--- config.mk ---
export PLATFORM = sky130hd
export DESIGN_NAME = fetch_controller
export DESIGN_NICKNAME = d
export VERILOG_FILES = /design/src/rtl/fetch_ctrl_pkg.sv /design/src/rtl/fetch_wait_counter.sv /design/src/rtl/fetch_controller.sv
export SDC_FILE = /design/constraint.sdc
export NUM_CORES = 1
export LEC_CHECK = 0
export ABC_AREA = 0
export BUFFER_PORTS_ARGS = -buffer_cell sky130_fd_sc_hd__buf_4
export CAP_MARGIN = 15
export CORE_UTILIZATION = 57
export CTS_BUF_LIST = sky130_fd_sc_hd__clkbuf_4
export DETAILED_ROUTE_END_ITERATION = 12
export PLACE_DENSITY = 0.82
export SETUP_SLACK_MARGIN = 0.2
export SLEW_MARGIN = 25
export SYNTH_ARGS = -nofsm -noshare
export SYNTH_HDL_FRONTEND = slang
export SYNTH_SLANG_ARGS = --single-unit
--- constraint.sdc ---
create_clock -name clk -period 2.5 [get_ports clk]
set_input_delay 0 -clock clk [delete_from_list [all_inputs] [get_ports clk]]
set_output_delay 0 -clock clk [all_outputs]
set_load 0.01 [all_outputs]
--- src/rtl/fetch_ctrl_pkg.sv ---
// Shared types and defaults for the IF-stage fetch controller.
package fetch_ctrl_pkg;

  typedef enum logic [2:0] {
    ST_IDLE  = 3'd0,
    ST_FETCH = 3'd1,
    ST_HOLD  = 3'd2,
    ST_DRAIN = 3'd3,
    ST_ERR   = 3'd4
  } state_e;

  localparam int unsigned DEF_TIMEOUT_CYCLES = 64;
  localparam int unsigned DEF_CNT_W          = 32;

  // Saturation value of the wait-cycle counter at its default width.
  localparam logic [DEF_CNT_W-1:0] WAIT_SAT_DEF = '1;

endpackage

--- src/rtl/fetch_wait_counter.sv ---
// Per-request timeout counter plus saturating memory wait-cycle counter.
module fetch_wait_counter
  import fetch_ctrl_pkg::*;
#(
  parameter int unsigned TIMEOUT_CYCLES = DEF_TIMEOUT_CYCLES,
  parameter int unsigned CNT_W          = DEF_CNT_W
) (
  input  logic             clk,
  input  logic             rst,
  input  logic             count_en,
  input  logic             clear,
  input  logic             freeze,
  output logic             timeout_hit,
  output logic [CNT_W-1:0] wait_cycles
);

  // Timeout counter only needs to reach TIMEOUT_CYCLES-1.
  localparam int unsigned TW = (TIMEOUT_CYCLES > 2) ? $clog2(TIMEOUT_CYCLES) : 1;
  localparam logic [TW-1:0] TLAST = TW'((TIMEOUT_CYCLES > 0) ? TIMEOUT_CYCLES - 1 : 0);
  localparam logic [CNT_W-1:0] SAT = '1;
  localparam bit TO_ENABLED = (TIMEOUT_CYCLES != 0);

  logic [TW-1:0]    tcnt_q, tcnt_d;
  logic [CNT_W-1:0] wait_q, wait_d;

  // Hit fires on the last no-ack cycle so the FSM enters ERR at the next edge.
  assign timeout_hit = TO_ENABLED && count_en && !freeze && (tcnt_q == TLAST);
  assign wait_cycles = wait_q;

  // Next-state: timeout count clears per request, wait count only saturates.
  always_comb begin
    tcnt_d = tcnt_q;
    wait_d = wait_q;
    if (clear)
      tcnt_d = '0;
    else if (count_en && !freeze && tcnt_q != TLAST)
      tcnt_d = tcnt_q + 1'b1;
    if (count_en && !freeze && wait_q != SAT)
      wait_d = wait_q + 1'b1;
  end

  // Counter registers.
  always_ff @(posedge clk) begin
    if (rst) begin
      tcnt_q <= '0;
      wait_q <= '0;
    end else begin
      tcnt_q <= tcnt_d;
      wait_q <= wait_d;
    end
  end

endmodule

--- src/rtl/fetch_controller.sv ---
// IF-stage sequencer: req/ack against variable-latency imem, stall/flush
// handling, wrong-path drain and memory timeout detection.
module fetch_controller
  import fetch_ctrl_pkg::*;
#(
  parameter int unsigned TIMEOUT_CYCLES = DEF_TIMEOUT_CYCLES,
  parameter int unsigned CNT_W          = DEF_CNT_W
) (
  input  logic             clk,
  input  logic             rst,
  input  logic             stall_id,
  input  logic             redirect,
  input  logic             imem_ack,
  output logic             imem_req,
  output logic             pc_en,
  output logic             ifid_en,
  output logic             ifid_valid,
  output logic             fetch_err,
  output logic [CNT_W-1:0] wait_cycles
);

  state_e state_q, state_d;
  logic   ifid_valid_q;
  logic   valid_set;
  logic   timeout_hit;
  logic   count_en, cnt_clear, cnt_freeze;

  assign imem_req   = (state_q == ST_FETCH) || (state_q == ST_DRAIN);
  assign ifid_valid = ifid_valid_q;
  assign fetch_err  = (state_q == ST_ERR);

  // A request is "waiting" whenever req is up without an ack; the timeout
  // count restarts on every ack and whenever no request will be outstanding.
  assign count_en   = imem_req && !imem_ack;
  assign cnt_clear  = imem_ack || !((state_d == ST_FETCH) || (state_d == ST_DRAIN));
  assign cnt_freeze = (state_q == ST_ERR);

  fetch_wait_counter #(
    .TIMEOUT_CYCLES(TIMEOUT_CYCLES),
    .CNT_W         (CNT_W)
  ) u_wait_cnt (
    .clk        (clk),
    .rst        (rst),
    .count_en   (count_en),
    .clear      (cnt_clear),
    .freeze     (cnt_freeze),
    .timeout_hit(timeout_hit),
    .wait_cycles(wait_cycles)
  );

  // Next-state and output decode; timeout beats redirect beats ack/stall.
  always_comb begin
    state_d   = state_q;
    pc_en     = 1'b0;
    ifid_en   = 1'b0;
    valid_set = 1'b0;
    case (state_q)
      ST_IDLE: state_d = ST_FETCH;
      ST_FETCH: begin
        if (timeout_hit) begin
          state_d = ST_ERR;
        end else if (redirect) begin
          // Flush IF/ID; if the fetch is still in flight it is wrong-path.
          pc_en   = 1'b1;
          ifid_en = 1'b1;
          if (!imem_ack) state_d = ST_DRAIN;
        end else if (imem_ack) begin
          if (stall_id) begin
            state_d = ST_HOLD;
          end else begin
            pc_en     = 1'b1;
            ifid_en   = 1'b1;
            valid_set = 1'b1;
          end
        end else begin
          ifid_en = !stall_id;
        end
      end
      ST_HOLD: begin
        if (redirect) begin
          pc_en   = 1'b1;
          ifid_en = 1'b1;
          state_d = ST_FETCH;
        end else if (!stall_id) begin
          pc_en     = 1'b1;
          ifid_en   = 1'b1;
          valid_set = 1'b1;
          state_d   = ST_FETCH;
        end
      end
      ST_DRAIN: begin
        if (timeout_hit) begin
          state_d = ST_ERR;
        end else begin
          // PC already holds the target; only a further redirect moves it.
          if (redirect) begin
            pc_en   = 1'b1;
            ifid_en = 1'b1;
          end else begin
            ifid_en = !stall_id;
          end
          if (imem_ack) state_d = ST_FETCH;
        end
      end
      ST_ERR:  state_d = ST_ERR;
      default: state_d = ST_IDLE;
    endcase
  end

  // State register and IF/ID valid bit; valid drops on entry to ERR.
  always_ff @(posedge clk) begin
    if (rst) begin
      state_q      <= ST_IDLE;
      ifid_valid_q <= 1'b0;
    end else begin
      state_q <= state_d;
      if (state_d == ST_ERR)
        ifid_valid_q <= 1'b0;
      else if (ifid_en)
        ifid_valid_q <= valid_set;
    end
  end

endmodule

==> reports/qor.yml, run 1 <==
timing:
  rsz0062_at_grt: "false"
  min_period_over_period_pct: 86.9
  worst_slew_pin_slew_ns: 0.602
  fin_crit_ns: 2.17
  drv_slew: 0
  clock.fmax_ghz: 0.460
  hold_viol: 0
  relSlewSlack_pct: 58.8
  final-setup-viol-count: 0
  final.setup_skew_ns: 0.0110
  setup_tns_ns: 0
worst_setup_path:
  crit_arrival_ns: 2.42
  crit_path_max_incr_delay_ns: 0.58
  critPathCaptureType: "register"
  crit_type: "register to register"
  crit_buf_inv: 0
  rr_worst_depth: 5
  r2r_slack_ns: 0.33
  r2r_end: "u_wait_cnt.wait_cycles[17]"
  critPathTopFamily: "simple AND/OR/NAND/NOR gates"
  critPathRequiredTime_ns: 2.75
  startpoint_type: "register"
  cp_cell_sequence: "or3b_4, or4_4, a31oi_2, nand2_1, mux2_2"
  r2r_start: "state_q[0]"
  critical-path-slowest-cell: "or4_4"
  cp_max_fo: 12
grt:
  antenna_found_initial: 0
  grt_pass1_vias: 1923
  grt_pass1_wl_um: 8960
  grt_max_degree: 39
  track_usage_pct: 27.2
  grt-ovfl-total: 0
detailed_routing:
  drc: 0
  routed_via_density: 6.13
  vias: 2184
  dr.first_iter.drc_count: 174
  wirelength_um: 5010
  antenna_left: 0
  wl_per_cell_um: 14.1
  drtPass1Iterations: 4
place:
  place.port_buffers: 41
  place_inst: 347
  dp_hpwl_um: 3570
  place_congestion: 0.802
  placed_cell_area_um2: 2580
die:
  initial_utilization_pct: 60.2
  die-area_um2: 4150
  die_h_um: 64.4
  coreArea_um2: 3690
  fp-row-count: 22
  die_w_um: 64.4
  ioPinCount: 42
power_and_ir_drop:
  switchingPower_w: 0.000258
  comb_power_share_pct: 6.2
  clockPowerShare_pct: 31.2
  swShare_pct: 23.7
  ir_drop_v: 0.000289
  p_int_w: 0.000833
  powerDensity_nw_per_um2: 411
  seqPwrFrac_pct: 62.5
  p_leak_nw: 0.954
synthesis:
  synth_top_family_by_area: "simple AND/OR/NAND/NOR gates"
  async_flop_share_pct: 0
  ys_ff_latch: 42
  synth_ff_type: "dfxtp_1"
  muxShareOfSynthArea_pct: 0.958
  synthAdderAreaFrac_pct: 1.13
  ys_types: 44
  syn_avg_cell_area_um2: 8.34
  synth-simple-area-share_pct: 32.3
  netlist_area_um2: 2220
  synth_edf_count: 0
  synth_nets: 273
  synth_compound_area_share_pct: 18.6
  seq_area_frac_synth_pct: 37.9
  yosys_warnings: 0
  syn_inst: 266
  synth_xor_area_share_pct: 5.92
layout:
  layout.nets: 315
  finalInstanceArea_um2: 2650
  antenna_cells: 0
  n_fill_cell: 331
  final_cell_mix: "46 x buf_4, 41 x dfxtp_1, 27 x a21oi_1"
  layoutNonFillerInstCount: 356
  drive_gt1_share_pct: 20.5
  layout_commonest_cell: "buf_4"
  syn_to_final_growth_pct: 19.5
run:
  cap_violations: 0
clock_tree:
  cts-buffers-inserted: 5
  clk_pin_slew_worst_paths_ns: 0.12
  cts_max_path_buffers: 2
  h-tree-depth: 2
  post_cts_buffers: 0
  clkLatencyLatePin_ns: 0.35
  cts_root_buf: "clkbuf_4"
  cts_tree: "built"
  tritoncts_num_sinks: 42
min_path:
  worstHoldEndpoint: "u_wait_cnt.wait_cycles[13]"
  hold_depth: 2
  hp-start: "rst"
  hold_path.class: "input port to register"
outcome:
  status: "completed"
-- per-layer routing --
layer	track usage [%]	wire, um	vias up
met5	0	0	-
met4	8.33	65	0
met3	6.25	214	7
met2	43.0	2330	48
met1	36.6	2400	1036
li1	-	-	1093
-- worst max-delay path by stage --
| stage | from | endpoint | slack (ns) | depth (start not counted) |
|---|---|---|---|---|
| finish | state_q[0] | u_wait_cnt.wait_cycles[17] | 0.33 | 5 |
| global route | state_q[0] | u_wait_cnt.wait_cycles[15] | 0.20 | 5 |
| CTS | state_q[0] | u_wait_cnt.wait_cycles[17] | 0.21 | 5 |
| detailed placement | state_q[0] | u_wait_cnt.wait_cycles[17] | 0.24 | 5 |
| global placement | state_q[0] | u_wait_cnt.wait_cycles[17] | 0.30 | 5 |
| floorplan | u_wait_cnt.wait_cycles[0] | u_wait_cnt.wait_cycles[6] | 0.53 | 7 |
-- cells by family (layout without fill, tap and decap cells) --
family	after synthesis	in the layout
AOI/OAI and AO/OA	65	65
xor gates and xnor gates	15	15
adders and majority gates	2	2
buffers and inverters	18	60
DFF	42	42
muxes	2	2
and+or+nand+nor	122	122
-- flip-flops by register name (all words and copies together), names as in the netlist --
name,cells
state_q,3
u_wait_cnt.wait_cycles,32
ifid_valid,1
u_wait_cnt.tcnt_q,6
-- Yosys cell counts (6+ instances only) --
cell	instances	share of area, %
nand3_1	10	2.3
or3_1	9	2.5
nand2_1	19	3.2
and4_1	7	2.8
xnor2_1	6	2.4
xor2_1	9	3.6
o21ai_0	10	2.3
a21oi_1	27	6.1
dfxtp_1	42	38
nor2_1	22	3.7
o31ai_1	12	4.1
clkbuf_1	10	1.7
or4_1	13	4.4
nand4_1	13	3.7
-- cell type report --
class	count	area [um2]	area share, %
clock buffer	7	52.6	1.98
inverter	5	18.8	0.708
multi-input combinational	206	1310	49.5
sequential	42	842	31.7
tap	48	60.1	2.26
timing repair buffer	48	365	13.8
-- power groups by stage --
stage                     registers [W]  clock network (W)  logic (W)
after floorplan                0.000694                  0  0.0000430
after global placement         0.000696                  0  0.0000648
after detailed placement       0.000697                  0  0.0000661
after CTS                      0.000682           0.000350  0.0000684
after global routing           0.000684           0.000379  0.0000747
final                          0.000682           0.000341  0.0000682
-- through the flow --
stage	setup slack, ns	util [%]	power, W	hold slack, ns
6_report	0.327	71.9	0.00109	0.0440
5_1_grt	0.203	71.9	0.00114	0.0485
4_1_cts	0.214	71.9	0.00110	0.0382
3_5_place_dp	0.238	69.9	0.000763	0.294
3_3_place_gp	0.301	69.9	0.000761	0.298
2_1_floorplan	0.534	-	0.000737	0.172
-- timing repair --
item | in CTS | in global routing
hold buffers | 2 | 0
gates resized for setup | 0 | 1
endpoints found under the setup margin | 0 | 3
endpoints found under the hold margin | 1 | 0
Power figures use the tool's default switching activity.
==> run 2: changes to the inputs <==
--- a/config.mk
+++ b/config.mk
@@ -8,10 +8,9 @@
 export ABC_AREA = 0
 export BUFFER_PORTS_ARGS = -buffer_cell sky130_fd_sc_hd__buf_4
 export CAP_MARGIN = 15
-export CORE_UTILIZATION = 57
+export CORE_UTILIZATION = 40
 export CTS_BUF_LIST = sky130_fd_sc_hd__clkbuf_4
 export DETAILED_ROUTE_END_ITERATION = 12
-export PLACE_DENSITY = 0.82
 export SETUP_SLACK_MARGIN = 0.2
 export SLEW_MARGIN = 25
 export SYNTH_ARGS = -nofsm -noshare
==> run 2 against run 1 <==
  * Register-to-register slack better by 0.05 ns
  * Hold slack better by 0.015 ns
  * Via count down 2.2%
  * Critical path depth unchanged
  * Highest routed layer unchanged
==> reports/qor.yml, run 2 (synthesized netlist as in run 1, its figures left out) <==
outcome:
  status: "completed"
clock_tree:
  cts-buffers-inserted: 5  # unchanged
  cts_tree: "built"
  h-tree-depth: 2  # unchanged
  tritoncts_num_sinks: 42  # unchanged
  cts_max_path_buffers: 2  # unchanged
  cts_root_buf: "clkbuf_4"
  clkLatencyLatePin_ns: 0.35  # about the same
  post_cts_buffers: 0  # unchanged
  clk_pin_slew_worst_paths_ns: 0.12  # about the same
detailed_routing:
  met1_length_um: 2630  # +9.7%
  drc: 0  # unchanged
  dr.first_iter.drc_count: 124  # -29%
  wl_met2_um: 2180  # -6.4%
  wl_per_cell_um: 13.6  # -3.1%
  wirelength_um: 5170  # +3.1%
  wl_met3_um: 291  # +36%
  vias: 2135  # -2.2%
  antenna_left: 0  # unchanged
  routed.top_layer: "met4"
  routed_via_density: 5.63  # -8.2%
  drtPass1Iterations: 4  # unchanged
die:
  initial_utilization_pct: 42.4  # -18 points
  ioPinCount: 42  # unchanged
  die_h_um: 76.5  # +19%
  die-area_um2: 5850  # +41%
  coreArea_um2: 5240  # +42%
  die_w_um: 76.5  # +19%
  fp-row-count: 26  # +18%
power_and_ir_drop:
  p_int_w: 0.000835  # +0.31%
  ir_drop_v: 0.000196  # -32%
  comb_power_share_pct: 6.9  # +0.7 points
  seqPwrFrac_pct: 62.3  # -0.2 points
  clockPowerShare_pct: 30.9  # -0.3 points
  p_leak_nw: 0.959  # +0.47%
  powerDensity_nw_per_um2: 406  # -1.4%
  switchingPower_w: 0.000255  # -1.2%
  swShare_pct: 23.4  # -0.27 points
grt:
  grt_pass1_vias: 1884  # -2.0%
  grt_pass1_wl_um: 8920  # -0.39%
  track_usage_pct: 18.7  # -8.6 points
  antenna_found_initial: 0  # unchanged
  grt_max_degree: 39  # unchanged
  grt-ovfl-total: 0  # unchanged
layout:
  layout.nets: 316  # +0.32%
  largest_register_ffs: 32  # unchanged
  antenna_cells: 0  # unchanged
  drive_gt1_share_pct: 20.4  # -0.066 points
  final_cell_mix: "47 x buf_4, 42 x dfxtp_1, 27 x a21oi_1"
  layout_commonest_cell: "buf_4"
  syn_to_final_growth_pct: 21.1
worst_setup_path:
  startpoint_type: "register"
  crit_arrival_ns: 2.37  # -0.05 ns
  critPathRequiredTime_ns: 2.74  # about the same
  cp_max_fo: 12  # unchanged
  r2r_start: "state_q[2]"
  crit_type: "register to register"
  startpoint: "state_q[2]"
  critPathCaptureType: "register"
place:
  place_congestion: 0.823  # +2.6%
  place.port_buffers: 41  # unchanged
  dp_hpwl_um: 3670  # +2.9%
min_path:
  hold_path.class: "input port to register"
  hp-start: "rst"
timing:
  final.setup_skew_ns: 0.00968  # -0.00130 ns
  setup_tns_ns: 0  # unchanged
  drv_slew: 0  # unchanged
  worst_slew_pin_slew_ns: 0.540  # -0.0621 ns
  fin_crit_ns: 2.12  # -0.0509 ns
  clock.fmax_ghz: 0.471  # +2.4%
  rsz0062_at_grt: "false"
  relSlewSlack_pct: 63.9  # +5.1 points
  hold_viol: 0  # unchanged
  final-setup-viol-count: 0  # unchanged
  min_period_over_period_pct: 84.9  # -2.0 points
  timing.hold.ws_ns: 0.0592  # +0.0152 ns
run:
  cap_violations: 0  # unchanged
[run 2: changes by cell type in the layout (fill, tap and decap cells not counted)]
cell / delta
a2111oi_0: -1
a2111oi_1: +1
buf_4: +1
dfxtp_1: +1
dfxtp_2: -1
[run 2: stage by stage]
step | total power (W) | setup WS, ns | area (um2) | std cells | utilization (%)
after global placement | 0.000767 | 0.429 | 2610 | 370 | 49.9
after CTS | 0.00111 | 0.293 | 2690 | 379 | 51.3
after global routing | 0.00114 | 0.260 | 2690 | 379 | 51.3
final | 0.00109 | 0.378 | 2690 | 379 | 51.3
after floorplan | 0.000737 | 0.534 | 2220 | 266 | -
after detailed placement | 0.000766 | 0.404 | 2610 | 370 | 49.9
[run 2: final timing paths]
path / slack (ns) / cells after the start / endpoint
setup / recovery: 0.38 / 5 / u_wait_cnt.wait_cycles[17]
hold / removal: 0.06 / 2 / u_wait_cnt.wait_cycles[24]
setup reg to reg: 0.38 / 5 / u_wait_cnt.wait_cycles[17]
hold reg to reg: 0.51 / 2 / u_wait_cnt.tcnt_q[1]
[run 2: worst max-delay path: stages, from the launching register on]
cell and delay (ns):
dfxtp_1 0.40, or3b_4 0.50, or4_4 0.58, a31oi_2 0.20
nand2_1 0.08, mux2_2 0.26
[run 2: power groups by stage]
stage	clock network, W	logic [W]	registers (W)
finish	0.000337	0.0000747	0.000679
global route	0.000380	0.0000826	0.000681
CTS	0.000352	0.0000746	0.000679
detailed placement	0	0.0000723	0.000694
global placement	0	0.0000725	0.000694
floorplan	0	0.0000430	0.000694
[run 2: what timing repair did]
| action | in CTS | in global routing |
|---|---|---|
| gates resized for setup | 0 | 1 |
| hold buffers | 2 | 0 |
| hold endpoints to repair | 1 | 0 |
| setup endpoints to repair | 0 | 1 |
[run 2: cell type report]
type / instances / area (um2)
clock buffer: 7 / 52.6
inverter: 5 / 18.8
tap: 70 / 87.6
fill: 548 / 2550
sequential: 42 / 841
multi-input combinational: 206 / 1320
timing repair buffer: 49 / 373
[run 2: metal layers]
metal / track usage (%) / vias to the layer above
met5: 0 / -
met4: 6.35 / 0
met3: 5.03 / 6
li1: - / 1094
met1: 25.7 / 985
met2: 27.8 / 50
